**src/rtl/alu_raxs.sv**
```systemverilog
// rtl/alu_raxs.sv - N-bit ALU with registered active-low seven-segment outputs (optional divider: ALU_RAXS_DIV_EN)
module alu_raxs #(
  parameter int N = 4
) (
  input  logic         clk,
  input  logic         rst,
  input  logic [N-1:0] A_num,
  input  logic [N-1:0] B_num,
  input  logic [3:0]   operation,
  output logic [6:0]   seg1,
  output logic [6:0]   seg2,
  output logic [6:0]   result_seg
);

  // Shift amounts at or beyond the operand width clear the result.
  localparam logic [N-1:0] SHIFT_LIMIT = N'(N);
  localparam logic [N-1:0] ONE         = N'(1);

  // All-off pattern shown while in reset.
  localparam logic [6:0] SEG_BLANK = 7'b1111111;

  typedef enum logic [3:0] {
    OP_ADD = 4'b0000,
    OP_SUB = 4'b0001,
    OP_MUL = 4'b0010,
    OP_DIV = 4'b0011,
    OP_MOD = 4'b0100,
    OP_AND = 4'b0101,
    OP_OR  = 4'b0110,
    OP_XOR = 4'b0111,
    OP_SHL = 4'b1000,
    OP_SHR = 4'b1001,
    OP_NOT = 4'b1010,
    OP_INC = 4'b1011,
    OP_DEC = 4'b1100
  } op_t;

  logic [N-1:0] result;
  logic [6:0]   seg1_next;
  logic [6:0]   seg2_next;
  logic [6:0]   result_seg_next;

  // Active-low hex digit, bit order {g,f,e,d,c,b,a}.
  function automatic logic [6:0] hex_to_seg(input logic [3:0] value);
    logic [6:0] seg;
    case (value)
      4'h0:    seg = 7'b1000000;
      4'h1:    seg = 7'b1111001;
      4'h2:    seg = 7'b0100100;
      4'h3:    seg = 7'b0110000;
      4'h4:    seg = 7'b0011001;
      4'h5:    seg = 7'b0010010;
      4'h6:    seg = 7'b0000010;
      4'h7:    seg = 7'b1111000;
      4'h8:    seg = 7'b0000000;
      4'h9:    seg = 7'b0010000;
      4'hA:    seg = 7'b0001000;
      4'hB:    seg = 7'b0000011;
      4'hC:    seg = 7'b1000110;
      4'hD:    seg = 7'b0100001;
      4'hE:    seg = 7'b0000110;
      default: seg = 7'b0001110;
    endcase
    return seg;
  endfunction

  // ALU: every operation wraps to N bits; unused and reserved opcodes give 0.
  always_comb begin
    result = '0;
    case (operation)
      OP_ADD: result = A_num + B_num;
      OP_SUB: result = A_num - B_num;
      OP_MUL: result = A_num * B_num;
`ifdef ALU_RAXS_DIV_EN
      OP_DIV: result = (B_num == '0) ? '1 : A_num / B_num;
      OP_MOD: result = (B_num == '0) ? '1 : A_num % B_num;
`endif
      OP_AND: result = A_num & B_num;
      OP_OR:  result = A_num | B_num;
      OP_XOR: result = A_num ^ B_num;
      OP_SHL: result = (B_num >= SHIFT_LIMIT) ? '0 : (A_num << B_num);
      OP_SHR: result = (B_num >= SHIFT_LIMIT) ? '0 : (A_num >> B_num);
      OP_NOT: result = ~A_num;
      OP_INC: result = A_num + ONE;
      OP_DEC: result = A_num - ONE;
      default: result = '0;
    endcase
  end

  // Decode the low nibble of each displayed value ahead of the output register.
  always_comb begin
    seg1_next       = hex_to_seg(A_num[3:0]);
    seg2_next       = hex_to_seg(B_num[3:0]);
    result_seg_next = hex_to_seg(result[3:0]);
  end

  // Single output register stage; reset blanks the display immediately.
  always_ff @(posedge clk or posedge rst) begin
    if (rst) begin
      seg1       <= SEG_BLANK;
      seg2       <= SEG_BLANK;
      result_seg <= SEG_BLANK;
    end else begin
      seg1       <= seg1_next;
      seg2       <= seg2_next;
      result_seg <= result_seg_next;
    end
  end

endmodule

```
**config.mk**
```make
export PLATFORM = sky130hd
export DESIGN_NAME = alu_raxs
export DESIGN_NICKNAME = d
export VERILOG_FILES = /design/src/rtl/alu_raxs.sv
export SDC_FILE = /design/constraint.sdc
export NUM_CORES = 1
export LEC_CHECK = 0
export ABC_AREA = 1
export BUFFER_PORTS_ARGS = -buffer_cell sky130_fd_sc_hd__clkbuf_2
export CAP_MARGIN = 20
export CORE_ASPECT_RATIO = 1.1
export CORE_UTILIZATION = 40
export CTS_BUF_LIST = sky130_fd_sc_hd__clkbuf_4 sky130_fd_sc_hd__clkbuf_8 sky130_fd_sc_hd__clkbuf_16
export DETAILED_ROUTE_END_ITERATION = 10
export GPL_TIMING_DRIVEN = 0
export SLEW_MARGIN = 20
export SYNTH_ARGS = -nofsm -noshare
export SYNTH_HDL_FRONTEND = slang
export SYNTH_SLANG_ARGS = --single-unit
export TNS_END_PERCENT = 20
```
**constraint.sdc**
```tcl
create_clock -name clk -period 0.8 [get_ports clk]
set_input_delay 0.04 -clock clk [delete_from_list [all_inputs] [get_ports clk]]
set_output_delay 0.04 -clock clk [all_outputs]
set_load 0.01 [all_outputs]
```
==> results.txt <==
----------------------------------------------------
[Clocking]
  Number of H-tree levels ... 1
  Deepest clock path buffer count ... 2
  Root buffer cell ... clkbuf_8
  Clk sinks ... 21
  Clock-pin slew of the registers on the worst-case setup and hold paths ... 0.07 ns
  TritonCTS clock tree ... built
  Hold Buf Count CTS ... 0
  Number of buffers inserted during clock tree synthesis ... 3

[Route]
  Residual DRC count ... 0
  Routed wire length on met2 ... 3570 microns
  Detailed-route wire length ... 6900 microns
  DR iter-0 viols ... 94
  Number of iterations in the first detailed-routing pass ... 5
  Metal-1 WL ... 2980 microns
  Routed WL per cell ... approximately 14 microns
  Number of vias per cell ... approximately 5.1
  Met3 Wirelength ... a little under 300 microns
  Top Metal Used ... met4
  Remaining number of nets flagged by the antenna check after routing ... 0
  Via total after detailed routing ... 2,544

[Power and ir drop]
  Worst vdd rail ir drop ... 669 uV
  Power density of the placed cells ... 1190 nW/um^2
  Total Power Consumption ... 4.31 mW
  LEAKAGE ... 1.83 nW

[Place]
  Area after detailed placement ... around 2700 sq um
  Number of input and output port buffers inserted ... 34
  Post-place setup slack ... -1.68 ns
  Gpl congestion ... ~0.84
  Half-perimeter wire length after detailed placement ... 4500 microns
  Cell total after placement ... 467

[STA]
  Setup-failing EPs final ... 31
  Transition time of the tightest slew-check pin ... about 0.69 ns
  Max-Slew Margin vs Limit ... 0.539
  Peak Freq ... 0.505 GHz
  Setup slack after layout ... -1.18 ns
  Post-route setup TNS ... -10.56 ns
  Final max-slew violation count ... 0
  Setup repair after global routing missed its margin ... yes
  Tmin final ... 1.98 ns
  Tightest hold margin ... 0.148 ns
  Final hold violation count ... 0
  Final worst-path cycle share ... 2.47

[Synth]
  Flip-flop and latch count after synthesis ... 21
  Area of the mapped netlist ... 2320 sq um
  Post-Syn Area per Cell ... approximately 6.5 sq um
  Number of distinct standard cells referenced by the synthesized netlist ... 28
  Post-synthesis instance total ... 358
  Number of warnings printed during yosys synthesis ... 0
  Sequential cell area fraction in the yosys report ... 0.238
  Syn_nets ... about 410

[Min path]
  Cell depth of the worst min-delay path ... 4
  Worst min-delay path category ... in -> reg

[Finish]
  Most common cell after layout, fill and taps aside ... nand2_1
  Fraction of final layout cells with drive strength greater than 1 ... 0.414
  Commonest cells after routing, fill and taps aside ... 126 x nand2_1, 34 x nand3_1, 27 x buf_6, 25 x inv_1, 23 x buf_4
  Layout-stage area growth over the synthesis result ... 56.3%
  Final cell count without fillers ... 503
  Final Core Density ... 0.663
  Antenna diodes ... 0
  Post-route standard cell area excluding fillers ... 3620 sq um
  Net total in the final layout ... 478

[Run status]
  Outcome ... complete, but fails checks
  Violations in the final reports ... setup timing

[Floorplan]
  Die extent in y ... 81.8 microns
  Area of the core ... 5470 sq um
  Area of the die ... 6100 sq um
  Die span in x ... 74.6 microns
  Num rows ... 28
  Boundary pin count ... 35
  Initial core utilization ... 0.424

[Global route]
  Largest net degree at the start of global routing ... 22
  Number of antenna violations at the first check in global routing ... 0
  Via count of the first global-routing pass ... 2,270
  First-pass GRT wire length ... 10,600 microns
  GR Util All Layers ... 0.225
  GRT overflow ... 0

[Critical path]
  Cell type of the slowest stage on the worst timing path ... fa_2
  Category of the most critical setup path ... in -> reg
  Chain of cells forming the critical path ... clkbuf_16 > buf_12 > inv_12 > ha_4 > o22ai_4 > inv_2 > fa_2 > inv_2 > a21oi_4 > nand3_4 > inv_4 > ha_4 > nand2_2 > nand2_1 > nand2_1 > nand2_1
  Largest fanout on the critical path ... 6
  Largest stage delay on the critical path ... about 0.52 ns
  Crit path arrival time ... 2.17 ns
  Required time of the critical path ... 0.99 ns
  Element type at the critical path end ... flop
  Cell mode on critical path ... nand2_1
  Startpoint type of the worst setup path ... input pin

[Flow run]
  Number of max-cap violations ... 0

----------------------------------------------------
metal layers:
| metal | track usage | up-vias |
|---|---|---|
| li1 | - | 1279 |
| met1 | 0.291 | 1177 |
| met2 | 0.395 | 80 |
| met3 | 0.0172 | 8 |
| met4 | 0.0698 | 0 |
| met5 | 0 | - |
cells by family after synthesis:
kind of cell	share of synthesized area
and+or+nand+nor	0.403
buffers and inverters	0.0929
adders and majority gates	0.192
AOI/OAI and AO/OA	0.0697
DFF	0.238
xor gates and xnor gates	0.00378
final cells by class:
type,instances,area (sq um)
Clock buffer,3,41.3
Clock inverter,1,5.00
Buffer,8,100
Sequential cell,21,552
Tap cell,75,93.8
Multi-Input combinational cell,285,1940
Inverter,45,215
Timing Repair inverter,1,5.00
Fill cell,465,1840
Timing Repair Buffer,64,673
Yosys cell counts (all sizes together):
master / count / share of area
nand2: 140 / 0.23
inv: 45 / 0.073
nand3: 38 / 0.086
nor2: 35 / 0.062
ha: 34 / 0.18
dfstp: 21 / 0.24
a21oi: 10 / 0.023
o21ai: 10 / 0.022
buf: 6 / 0.016
nand4: 4 / 0.011
o211ai: 3 / 0.0097
clkbuf: 2 / 0.0038
nand3b: 2 / 0.0065
o22ai: 2 / 0.0054
a31oi: 1 / 0.0027
fa: 1 / 0.0086
nor3: 1 / 0.0043
o31ai: 1 / 0.0032
o32ai: 1 / 0.0038
xnor2: 1 / 0.0038
worst paths after layout:
path	startpoint	endpoint	slack [ns]
max	B_num[1]	result_seg[0]$_DFF_PP1_	-1.18
min	B_num[2]	seg2[6]$_DFF_PP1_	0.15
max in group asynchronous	rst	seg1[5]$_DFF_PP1_	0.53
min in group asynchronous	rst	result_seg[0]$_DFF_PP1_	0.24
worst max-delay path: cells and delay by family:
family,cells,cell delay [ns]
buffers and inverters,6,0.52
and+or+nand+nor,5,0.40
adders and majority gates,3,0.89
AOI/OAI and AO/OA,2,0.30
registers in the layout, indices dropped and copies added, names as in the netlist:
name / cells
result_seg: 7
seg1: 7
seg2: 7
report_power, final:
part	switching [mW]	internal [mW]	total, mW
Combinational	1.23	1.05	2.28
Clock	0.300	0.346	0.646
Sequential	0.0651	1.32	1.39
Total	1.59	2.72	4.31
what timing repair did:
item                                    4_1_cts  5_1_grt
pin swaps                                    25       33
cloned                                        2        1
endpoints found under the setup margin       39       40
resized for setup                            62       99
buffers inserted                             21        8
Power figures use the tool's default switching activity.
